`src/rtl/pusch_pkg.sv`:
```
// Shared PUSCH types and widths.
// Holds the scrambler controller state encoding and c_init helpers.
package pusch_pkg;

   localparam int CINIT_W = 31;
   localparam int RNTI_W  = 16;
   localparam int NID_W   = 10;

   typedef enum logic [2:0] {
      SC_IDLE,
      SC_LOAD,
      SC_WARM,
      SC_RUN,
      SC_FIN
   } sc_ctrl_state_t;

   // c_init = n_RNTI * 2^15 + n_ID; the sum never reaches bit 31.
   function automatic logic [CINIT_W-1:0] calc_cinit(
      input logic [RNTI_W-1:0] rnti,
      input logic [NID_W-1:0]  nid
   );
      logic [CINIT_W-1:0] hi;
      logic [CINIT_W-1:0] lo;
      hi = {rnti, 15'b0};
      lo = {{(CINIT_W-NID_W){1'b0}}, nid};
      return hi + lo;
   endfunction

endpackage

```
`src/rtl/scrambler_ctrl.sv`:
```
// Sequences one PUSCH codeword through the gold generator and scrambler.
// Optional abort path: define SC_CTRL_ABORT_EN to add ABORT/ABORTED.
module scrambler_ctrl
   import pusch_pkg::*;
#(
   parameter int LEN_W = 16
) (
   input  logic                CLK_SC,
   input  logic                RST_SC,
   input  logic                START,
   input  logic [RNTI_W-1:0]   CFG_RNTI,
   input  logic [NID_W-1:0]    CFG_NID,
   input  logic [LEN_W-1:0]    CFG_LEN,
   input  logic                GOLD_VALID,
   input  logic                IL_VALID,
`ifdef SC_CTRL_ABORT_EN
   input  logic                ABORT,
   output logic                ABORTED,
`endif
   output logic                GOLD_LOAD,
   output logic [CINIT_W-1:0]  GOLD_CINIT,
   output logic                GOLD_ADV,
   output logic                IL_READY,
   output logic                SC_BUSY_OUT,
   output logic                DONE
);

   sc_ctrl_state_t state;
   sc_ctrl_state_t state_nxt;

   logic [LEN_W-1:0]   len_q;
   logic [LEN_W-1:0]   cnt;
   logic [CINIT_W-1:0] cinit_q;

   logic accept;
   logic fire;
   logic last;
   logic busy;
   logic load;
   logic done;
   logic abort_req;
   logic abort_hit;

`ifdef SC_CTRL_ABORT_EN
   assign abort_req = ABORT;
`else
   assign abort_req = 1'b0;
`endif

   always_comb begin
      state_nxt = state;
      accept    = 1'b0;
      fire      = 1'b0;
      last      = 1'b0;
      busy      = 1'b0;
      load      = 1'b0;
      done      = 1'b0;
      abort_hit = 1'b0;
      unique case (state)
         SC_IDLE: begin
            if (START) begin
               accept    = 1'b1;
               state_nxt = (CFG_LEN == '0) ? SC_FIN : SC_LOAD;
            end
         end
         SC_LOAD: begin
            load = 1'b1;
            if (abort_req) begin
               abort_hit = 1'b1;
               state_nxt = SC_FIN;
            end else begin
               state_nxt = SC_WARM;
            end
         end
         SC_WARM: begin
            if (abort_req) begin
               abort_hit = 1'b1;
               state_nxt = SC_FIN;
            end else if (GOLD_VALID) begin
               state_nxt = SC_RUN;
            end
         end
         SC_RUN: begin
            busy = 1'b1;
            // Abort wins over the final bit: nothing is consumed that cycle.
            if (abort_req) begin
               abort_hit = 1'b1;
               state_nxt = SC_FIN;
            end else begin
               fire = IL_VALID & GOLD_VALID;
               if (fire && cnt == len_q - LEN_W'(1)) begin
                  last      = 1'b1;
                  state_nxt = SC_FIN;
               end
            end
         end
         SC_FIN: begin
            done      = 1'b1;
            state_nxt = SC_IDLE;
         end
         default: begin
            state_nxt = SC_IDLE;
         end
      endcase
   end

   always_ff @(posedge CLK_SC or negedge RST_SC) begin
      if (!RST_SC) begin
         state <= SC_IDLE;
      end else begin
         state <= state_nxt;
      end
   end

   always_ff @(posedge CLK_SC or negedge RST_SC) begin
      if (!RST_SC) begin
         len_q   <= '0;
         cinit_q <= '0;
      end else if (accept) begin
         len_q   <= CFG_LEN;
         cinit_q <= calc_cinit(CFG_RNTI, CFG_NID);
      end
   end

   always_ff @(posedge CLK_SC or negedge RST_SC) begin
      if (!RST_SC) begin
         cnt <= '0;
      end else if (accept || last || abort_hit) begin
         cnt <= '0;
      end else if (fire) begin
         cnt <= cnt + LEN_W'(1);
      end
   end

`ifdef SC_CTRL_ABORT_EN
   always_ff @(posedge CLK_SC or negedge RST_SC) begin
      if (!RST_SC) begin
         ABORTED <= 1'b0;
      end else if (accept) begin
         ABORTED <= 1'b0;
      end else if (abort_hit) begin
         ABORTED <= 1'b1;
      end
   end
`endif

   assign GOLD_LOAD   = load;
   assign GOLD_CINIT  = cinit_q;
   assign GOLD_ADV    = fire;
   assign IL_READY    = fire;
   assign SC_BUSY_OUT = busy;
   assign DONE        = done;

endmodule

```
`config.mk`:
```
export PLATFORM = sky130hd
export DESIGN_NAME = scrambler_ctrl
export DESIGN_NICKNAME = d
export VERILOG_FILES = /design/src/rtl/pusch_pkg.sv /design/src/rtl/scrambler_ctrl.sv
export SDC_FILE = /design/constraint.sdc
export NUM_CORES = 1
export LEC_CHECK = 0
export ABC_AREA = 1
export CAP_MARGIN = 20
export CORE_MARGIN = 10
export CORE_UTILIZATION = 51
export CTS_BUF_LIST = sky130_fd_sc_hd__clkbuf_4 sky130_fd_sc_hd__clkbuf_8
export DETAILED_ROUTE_END_ITERATION = 10
export PLACE_DENSITY_LB_ADDON = 0.3
export SLEW_MARGIN = 20
export SYNTH_ARGS = -nofsm -noshare
export SYNTH_HDL_FRONTEND = slang
export SYNTH_SLANG_ARGS = --single-unit
export TNS_END_PERCENT = 10
```
`constraint.sdc`:
```
create_clock -name CLK_SC -period 2.65 [get_ports CLK_SC]
set_input_delay 0.3975 -clock CLK_SC [delete_from_list [all_inputs] [get_ports CLK_SC]]
set_output_delay 0.3975 -clock CLK_SC [all_outputs]
set_load 0.03 [all_outputs]
```
[Word-level counts from Yosys, hierarchy flattened]
Index checks and enable logic that the tools add are counted.
Word-level totals
  bits in registers: 66
  input bits: 47
  output and inout bits: 36
  word-level logic and storage cells: 37
Cells by class
  add/subtract/negate cells: 3
  eq/ne operators: 8
  muxes and demuxes: 15
  bitwise gates (word level): 1
  reductions and logical operators: 6
Operators by type and width (number)
  $mux W16: 2
  $add A31 B10 Y31: 1
  $add A16 B1 Y16 const B: 1
  $eq A16 B16 Y1: 1
  $logic_not A16 Y1: 1
  $sub A16 B1 Y16 const B: 1
  $mux W3: 4
  $pmux W3 S4: 1
  $mux W1: 8
  $eq A3 B2 Y1 const B: 2
  $ne A2 B2 Y1 const B: 3
  $eq A3 B1 Y1 const B: 1
  $eq A3 B3 Y1 const B: 1
  $logic_not A3 Y1: 1
  $reduce_and A3 Y1: 1
  $reduce_bool A2 Y1: 1
  $and A1 B1 Y1: 1
  $logic_and A1 B1 Y1: 1
  $logic_or A1 B1 Y1: 1

[Depth between registers and ports, before layout]
Gate-level depths: netlist (run 1).
  word-level depth: 7
  mapped depth: 15
  depth with buffers taken out: 15

[Worst setup path before layout (run 1)]
OpenSTA, ideal clock, no wires.
  kind: reg2reg
  from: register len_q[0]
  to: register cnt[4]
  setup time: 120 ps
  arrival time: 1733 ps
  data required time: 2530 ps
  setup slack: 797 ps
  stages on the path, launching flop included: 13
  path buffers: 1
  clock period less this slack: 1853 ps
  cell sequence: dfrtp_1 inv_2 ha_1 nand3_2 nor2_4 nand2_1 xor2_1 nand3_1 nor2_2 nand3_2 nand2_4 buf_12 nor2_2
Between the ends
  longest elaborated chain between the ends: 7
  elaborated cells on any way between the ends: 8
  classes of those cells: 1 x add/sub; 1 x eq/ne; 3 x mux; 3 x reduce/logical
Ends and longest elaborated chain
  from (decl): line scrambler_ctrl.sv:31  | logic [LEN_W-1:0] len_q;
  from (signal assigned): line scrambler_ctrl.sv:117  | len_q <= '0;
  from (signal assigned): line scrambler_ctrl.sv:120  | len_q <= CFG_LEN;
  $sub A16 B1 Y16 *: line scrambler_ctrl.sv:91  | if (fire && cnt == len_q - LEN_W'(1)) begin
  $eq A16 B16 Y1 *: line scrambler_ctrl.sv:91
  $logic_and A1 B1 Y1 *: line scrambler_ctrl.sv:91
  $mux W1 *: line scrambler_ctrl.sv:91
  $mux W1 *: line scrambler_ctrl.sv:59  | unique case (state)
  $logic_or A1 B1 Y1 *: line scrambler_ctrl.sv:128  | end else if (accept || last || abort_hit) begin
  $mux W16 / $reduce_bool A2 Y1 (equally long branches)
  to (signal assigned): line scrambler_ctrl.sv:131  | cnt <= cnt + LEN_W'(1);
  to (decl): line scrambler_ctrl.sv:32  | logic [LEN_W-1:0] cnt;
Every way passes the cells marked *; elsewhere a longest branch is shown, timed or not.
A chain may end at the register's enable or synchronous reset.

[Worst setup path after layout (run 1)]
  from: register state[2]
  to: output port SC_BUSY_OUT
Between the ends
  longest elaborated chain between the ends: 2
Ends and longest elaborated chain
  from (decl): line scrambler_ctrl.sv:28  | sc_ctrl_state_t state;
  from (signal assigned): line scrambler_ctrl.sv:111  | state <= state_nxt;
  $eq A3 B2 Y1: line scrambler_ctrl.sv:59
  $mux W1: line scrambler_ctrl.sv:59
  to (decl): line scrambler_ctrl.sv:24  | output logic SC_BUSY_OUT,
Every way passes these cells.

==> flow_metrics.py, run 1 <==
metrics = {
    "job": {
        "max_cap_violations": 0,
    },
    "grt": {
        "wire_length_of_the_first_global_routing_pass_um": 13900,
        "largest_net_degree_at_the_start_of_global_routing": 37,
        "grt_remaining_overflow": 0,
        "grtUsageTotal_pct": 17.0,
        "vias_in_the_first_global_route": 2898,
        "number_of_antenna_violations_at_the_first_check_in_global_routing": 0,
    },
    "routing": {
        "ant_nets": 0,
        "wirelength_um": 8320,
        "drc": 0,
        "detail_route.vias_per_cell": 5.11,
        "routedWlPerCell_um": 14.9,
        "drt-initial-drc-count": 122,
        "vias": 2852,
        "dr.pass1.iters": 4,
    },
    "synth": {
        "syn_inst": 394,
        "synthesis.area_um2": 3400,
        "sequential_to_total_area_share_from_yosys_stat_pct": 44.9,
        "synth_warnings": 0,
        "yosysUniqueCellTypes": 32,
        "synth.ff_latch_count": 61,
        "post_synth.cell_area_avg_um2": 8.63,
    },
    "timing": {
        "clock.fmax_ghz": 0.425,
        "setup_viol_count_final": 0,
        "tightest_slew_ns": 0.645,
        "final.period_utilization_pct": 88.7,
        "finalClockSkew_ns": 0.0103,
        "relSlewSlack_pct": 57.0,
        "setup-tns-final_ns": 0,
        "report.final.hold_viol_count": 0,
        "rsz_0062_raised_after_global_routing": "no",
        "period_minus_slack_ns": 2.35,
        "maxSlewViolCount": 0,
    },
    "pwr": {
        "power_report.internal_total_uw": 2920,
        "swShare_pct": 39.1,
        "irDropWorstVdd_v": 0.000712,
        "netSwitchingPower_uw": 1870,
        "power.combinational.fraction_pct": 45.5,
        "power.static_leakage_uw": 0.00199,
        "ratio_of_total_power_to_cell_area_nw_per_um2": 1070,
        "register_share_of_total_power_pct": 33.0,
        "clockPowerShare_pct": 21.5,
    },
    "critical_path": {
        "cp-end-kind": "primary output",
        "wp_data_arrival_ns": 1.95,
        "critical_path.max_fanout": 4,
        "worstRegToRegCells": 13,
        "worstPathRequired_ns": 2.25,
        "critical_path_class": "reg -> out",
        "start_kind": "flip-flop",
    },
    "die": {
        "io_pins": 83,
        "height_of_the_chip_um": 102,
        "floorplan.initialDensity_pct": 52.9,
        "floorplan.die.width_um": 102,
        "die_area_um2": 10300,
        "placeableCoreArea_um2": 6420,
        "rows": 29,
    },
    "cells_and_area": {
        "final_layout_size_suffix_gt1_share_pct": 17.3,
        "final_cell_count_no_fill": 558,
        "seqCellArea_um2": 1530,
        "fillCellCount": 510,
        "area_growth_syn_to_layout_pct": 31.6,
        "antenna_cells_inserted": 0,
        "footprint_of_the_multi_input_gates_um2": 1620,
        "finalNetCount": 525,
    },
    "clock_network": {
        "cts_resized": 0,
        "clk_transition_reported_paths_ns": 0.07,
        "clock_insertion_delay_worst_skew_ns": 0.34,
        "post_cts.repair.setup_buffers": 0,
        "cts_max_level": 3,
        "clock-sinks": 61,
        "post_cts_hold_buffer_count": 0,
        "clock-root-buffer": "clkbuf_8",
        "cts_inserted_buffers": 9,
        "cts_buffer_depth": 2,
        "cts_tree": "done",
    },
    "worst_hold_path": {
        "type_of_the_tightest_min_delay_check": "in -> async",
    },
    "placed_design": {
        "hpwlAfterDp_um": 6410,
        "dpl.cell_count": 542,
        "gpl.final_weighted_congestion": 0.878,
        "port_buffers": 77,
    },
    "outcome": {
        "status": "finished, final reports clean",
    },
}
-- synth_stat cells (all sizes together) --
library cell | n | area, um2
nand3b | 5 | 37.5
dfrtp | 61 | 1530
nand2 | 74 | 290
o31ai | 1 | 7.51
or2 | 1 | 6.26
nand3 | 22 | 120
xnor2 | 5 | 43.8
a21oi | 13 | 65.1
conb | 1 | 3.75
nand4 | 9 | 56.3
nor4 | 4 | 25.0
o21ai | 12 | 60.1
clkbuf | 5 | 20.0
nor2 | 66 | 318
a21boi | 1 | 7.51
mux2 | 29 | 327
ha | 2 | 25.0
nor3 | 5 | 25.0
buf | 9 | 75.1
and2 | 3 | 18.8
o211ai | 1 | 7.51
xor2 | 18 | 158
inv | 47 | 176
-- power groups by stage --
stage	Sequential [uW]	Clock [uW]	Combinational (uW)
detailed placement	1590	0	2180
global placement	1570	0	2150
finish	1580	1030	2180
global route	1630	1100	2400
CTS	1580	1050	2210
floorplan	1940	0	1040
-- metrics by stage --
stage / area, um2 / worst slack (ns) / hold WS [ns] / utilization (%) / power [uW]
floorplan: 3410 / 0.797 / 0.102 / - / 2980
global placement: 4230 / 0.351 / 0.457 / 65.8 / 3720
detailed placement: 4230 / 0.352 / 0.462 / 65.8 / 3770
CTS: 4470 / 0.284 / 0.0884 / 69.7 / 4840
global route: 4470 / 0.167 / 0.116 / 69.7 / 5130
finish: 4470 / 0.299 / 0.0712 / 69.7 / 4790
-- area by class of cell --
cell class / count / share of cell area [%]
clock inverter: 4 / 2.13
inverter: 47 / 3.94
sequential: 61 / 34.1
clock buffer: 12 / 3.41
multi-input combinational: 276 / 36.2
tap: 77 / 2.15
timing repair buffer: 81 / 18.1
-- critical path, cell delays in order (launching register included) --
cell             delay (ns)
dfrtp_1                0.41
inv_1                  0.10
nand3_1                0.20
inv_1                  0.18
clkdlybuf4s50_1        0.73
-- cells by family after synthesis --
kind of cell               count (synthesis)  share of synthesized area [%]
other                                      1                          0.110
DFF                                       61                           44.9
adders and majority gates                  2                          0.736
buffers and inverters                     61                           7.99
muxes                                     29                           9.61
and+or+nand+nor                          189                           26.4
xor gates and xnor gates                  23                           5.93
AOI/OAI and AO/OA                         28                           4.34
-- flip-flops by register name, indices dropped and copies added (netlist names) --
register	flops
GOLD_CINIT	26
cnt	16
len_q	16
state	3
-- per-layer routing --
metal  share of wire, %  vias to the layer above  global-route usage [%]
li1                   -                     1420                       -
met1                 40                     1331                    19.1
met2                 47                       82                    26.4
met3                 11                       19                    8.58
met4                2.3                        0                    8.36
met5                  0                        -                       0
-- path summary, 6_finish.rpt --
path	from	endpoint	slack, ns
setup / recovery	state[2]$_DFFE_PN0P_	SC_BUSY_OUT	0.30
hold / removal	RST_SC	len_q[4]$_DFFE_PN0P_	0.07
setup reg to reg	len_q[0]$_DFFE_PN0P_	cnt[12]$_DFFE_PN0P_	0.52
hold reg to reg	GOLD_CINIT[6]$_DFFE_PN0P_	GOLD_CINIT[6]$_DFFE_PN0P_	0.50
max in group asynchronous	RST_SC	cnt[10]$_DFFE_PN0P_	1.96
min in group CLK_SC	GOLD_CINIT[6]$_DFFE_PN0P_	GOLD_CINIT[6]$_DFFE_PN0P_	0.50
-- placed cells by master (no fill, tap or decap), types with 5 or more instances in the layout --
| cell type | n |
|---|---|
| clkdlybuf4s50_1 | 76 |
| nand2_1 | 70 |
| dfrtp_1 | 61 |
| nor2_1 | 44 |
| inv_1 | 43 |
| mux2_2 | 29 |
| nand3_1 | 20 |
| nor2_2 | 19 |
| xor2_1 | 18 |
| a21oi_1 | 13 |
| o21ai_0 | 12 |
| clkbuf_8 | 10 |
| nand4_1 | 9 |
| nor3_1 | 5 |
| nand3b_1 | 5 |
| xnor2_1 | 5 |
| conb_1 | 5 |
(Power assumes the default switching activity.)
==> run 2: changes to the inputs <==
Settings changed: ABC_AREA 1 to not set.
==> run 2 against run 1 <==
  * The run now ends with negative setup slack left
  * Clock power down 9%
  * Via count increased by 2.1%
  * Utilization up 1.7 points
  * First-iteration DRC count grew 1.6%
  * Synthesized cell count down 5.1%
==> flow_metrics.py, run 2 <==
metrics = {
    "outcome": {
        "status": "finished, violations left",
        "failed_checks": "negative setup slack",
    },
    "synth": {
        "post_synth.cell_area_avg_um2": 8.74,
        "ys_async_sr_fraction_pct": 100,
        "synth_warnings": 0,
        "yosys.area.top_type_share_pct": 46.7,
        "syn_inst": 374,
        "yosysUniqueCellTypes": 49,
        "sequential_to_total_area_share_from_yosys_stat_pct": 46.7,
        "synth.ff_latch_count": 61,
        "synth.cells.most_frequent": "nand2_1, dfrtp_1, xnor2_1",
        "synthTopCellsByArea": "dfrtp_1, nand2_1, xnor2_1, a211oi_1, xor2_1",
        "synthDominantAreaCellType": "dfrtp_1",
        "yosys.cell_count.top_type": "nand2_1",
        "synth_top_flop_cell": "dfrtp_1",
        "post_synth_edffs": 0,
        "synthesis.area_um2": 3270,
    },
    "worst_hold_path": {
        "hold_start": "GOLD_CINIT[0]$_DFFE_PN0P_",
        "type_of_the_tightest_min_delay_check": "reg -> reg",
    },
    "cells_and_area": {
        "antenna_cells_inserted": 0,
        "finalNetCount": 514,
        "final_layout_size_suffix_gt1_share_pct": 12.6,
        "final_cell_count_no_fill": 547,
        "area_growth_syn_to_layout_pct": 37.1,
        "layout_commonest_cell": "nand2_1",
        "finish.utilization_pct": 71.4,
        "layout.cells.most_common_list": "nand2_1, clkdlybuf4s50_1, dfrtp_1, buf_4, xnor2_1",
        "fillCellCount": 486,
        "seqCellArea_um2": 1530,
        "footprint_of_the_multi_input_gates_um2": 1640,
        "largest_register_ffs": 26,
    },
    "grt": {
        "grt_remaining_overflow": 0,
        "wire_length_of_the_first_global_routing_pass_um": 14500,
        "number_of_antenna_violations_at_the_first_check_in_global_routing": 0,
        "largest_net_degree_at_the_start_of_global_routing": 52,
        "vias_in_the_first_global_route": 2984,
        "grtUsageTotal_pct": 17.8,
    },
    "critical_path": {
        "worstPathRequired_ns": 2.85,
        "critical_path.max_fanout": 19,
        "source_of_the_critical_timing_path": "len_q[1]$_DFFE_PN0P_",
        "timing.critical_path.slowest_stage_cell": "or4b_4",
        "cp-end-kind": "flip-flop",
        "critical_path.max_stage_delay_ns": 0.47,
        "cp.buffers_inverters": 2,
        "crit_family": "simple AND/OR/NAND/NOR gates",
        "path_cells": "inv_1 > ha_1 > or4b_4 > or4_4 > a2111oi_4 > o311ai_2 > nor4_4 > buf_12 > a211oi_1",
        "wp_data_arrival_ns": 3.03,
        "start_kind": "flip-flop",
        "critical_path_class": "reg -> reg",
        "worstReg2RegStart": "len_q[1]$_DFFE_PN0P_",
    },
    "die": {
        "io_pins": 83,
        "placeableCoreArea_um2": 6280,
        "die_area_um2": 10000,
        "rows": 29,
        "height_of_the_chip_um": 100,
        "floorplan.initialDensity_pct": 52.1,
        "floorplan.die.width_um": 100,
    },
    "routing": {
        "vias": 2913,
        "wirelength_um": 8890,
        "drt-initial-drc-count": 124,
        "drc": 0,
        "dr.pass1.iters": 4,
        "ant_nets": 0,
        "routedWlPerCell_um": 16.3,
        "detail_route.vias_per_cell": 5.33,
    },
    "timing": {
        "clock.fmax_ghz": 0.353,
        "rsz_0062_raised_after_global_routing": "yes",
        "tightest_slew_ns": 0.517,
        "maxSlewViolCount": 0,
        "relSlewSlack_pct": 65.5,
        "period_minus_slack_ns": 2.84,
        "finalClockSkew_ns": 0.00965,
        "setup_viol_count_final": 19,
        "timing.final.ws_setup_ns": -0.186,
        "report.final.hold_viol_count": 0,
        "final.period_utilization_pct": 107,
    },
    "placed_design": {
        "port_buffers": 77,
        "hpwlAfterDp_um": 6460,
        "dpl.cell_count": 530,
        "gpl.final_weighted_congestion": 0.884,
    },
    "clock_network": {
        "clock-sinks": 61,
        "cts_tree": "done",
        "cts_buffer_depth": 2,
        "clk_transition_reported_paths_ns": 0.08,
        "cts_max_level": 3,
        "post_cts.repair.setup_buffers": 0,
        "clock-root-buffer": "clkbuf_8",
        "clock_insertion_delay_worst_skew_ns": 0.34,
        "cts_inserted_buffers": 9,
    },
    "pwr": {
        "irDropWorstVdd_v": 0.000392,
        "power.static_leakage_uw": 0.00199,
        "ratio_of_total_power_to_cell_area_nw_per_um2": 592,
    },
    "job": {
        "max_cap_violations": 0,
    },
}
-- run 2: changes by cell type after synthesis, sizes merged, moves of 5 or more --
cell,change
clkbuf,+13
mux2,-29
a21oi,-10
nand3,-15
o21ai,-7
a211oi,+16
nand2,+61
inv,-43
xnor2,+14
nor2,-54
xor2,-5
-- run 2: report_power, final --
part	internal [uW]	switching [uW]
sequential	1010	88.1
clock	534	402
combinational	297	320
total	1840	810
-- run 2: routing by layer --
metal  track usage (%)  up-vias  wire length, um
li1                  -     1440                -
met4              6.63        0              146
met5                 0        -                0
met1              21.4     1379             3790
met2              28.1       81             4250
met3              7.28       13              712
-- run 2: per-stage QoR --
stage	TNS (ns)	total power, uW	hold slack, ns	area [um2]	worst slack [ns]
6_report	-3.23	2650	0.478	4480	-0.186
3_5_place_dp	-2.88	1720	0.298	4220	-0.167
5_1_grt	-4.82	2770	0.494	4480	-0.273
4_1_cts	-2.26	2660	0.481	4460	-0.135
2_1_floorplan	-5.19	1470	0.102	3280	-0.346
3_3_place_gp	-1.81	1700	0.299	4220	-0.105
-- run 2: cell families (layout without fill, tap and decap cells) --
kind of cell	after synthesis	in the layout	synth area share (%)
muxes	1	1	0.306
adders and majority gates	2	2	0.766
DFF	61	61	46.7
other	1	5	0.115
buffers and inverters	31	123	4.75
and+or+nand+nor	203	203	28.9
AOI/OAI and AO/OA	43	43	9.92
xor gates and xnor gates	32	32	8.58
-- run 2: final timing paths --
kind / end / slack [ns] / depth (start not counted)
worst max-delay path: cnt[0]$_DFFE_PN0P_ / -0.19 / 9
worst min-delay path: GOLD_CINIT[0]$_DFFE_PN0P_ / 0.48 / 2
worst max register to register: cnt[0]$_DFFE_PN0P_ / -0.19 / 9
worst min register to register: GOLD_CINIT[0]$_DFFE_PN0P_ / 0.48 / 2
max in group asynchronous: len_q[4]$_DFFE_PN0P_ / 1.57 / 3
min in group asynchronous: GOLD_CINIT[8]$_DFFE_PN0P_ / 0.52 / 2
-- run 2: worst min-delay path, cell delays in order, from the launching register on --
cell	delay, ns
dfrtp_1	0.34
nand2_1	0.05
nand2_1	0.06
-- run 2: area by class of cell --
type                    instances  share of cell area (%)
repair buffers                103                    21.9
flip-flops and latches         61                    34.1
inverters                       4                   0.335
clock inverters                 7                    2.21
clock buffers                   9                    2.76
well taps                      77                    2.15
multi-input cells             286                    36.6
-- run 2: timing repair --
action,in CTS,in global routing
cloned,0,0
gates resized for setup,2,4
hold buffers,1,0
setup endpoints to repair,19,19
pin swaps,0,1
endpoints found under the hold margin,10,0
==> run 3: changes to the inputs <==
Settings changed: SLEW_MARGIN 20 to 15.
==> results of run 3 <==
Same layout as run 2: the final DEF is identical, and so are final timing and power.
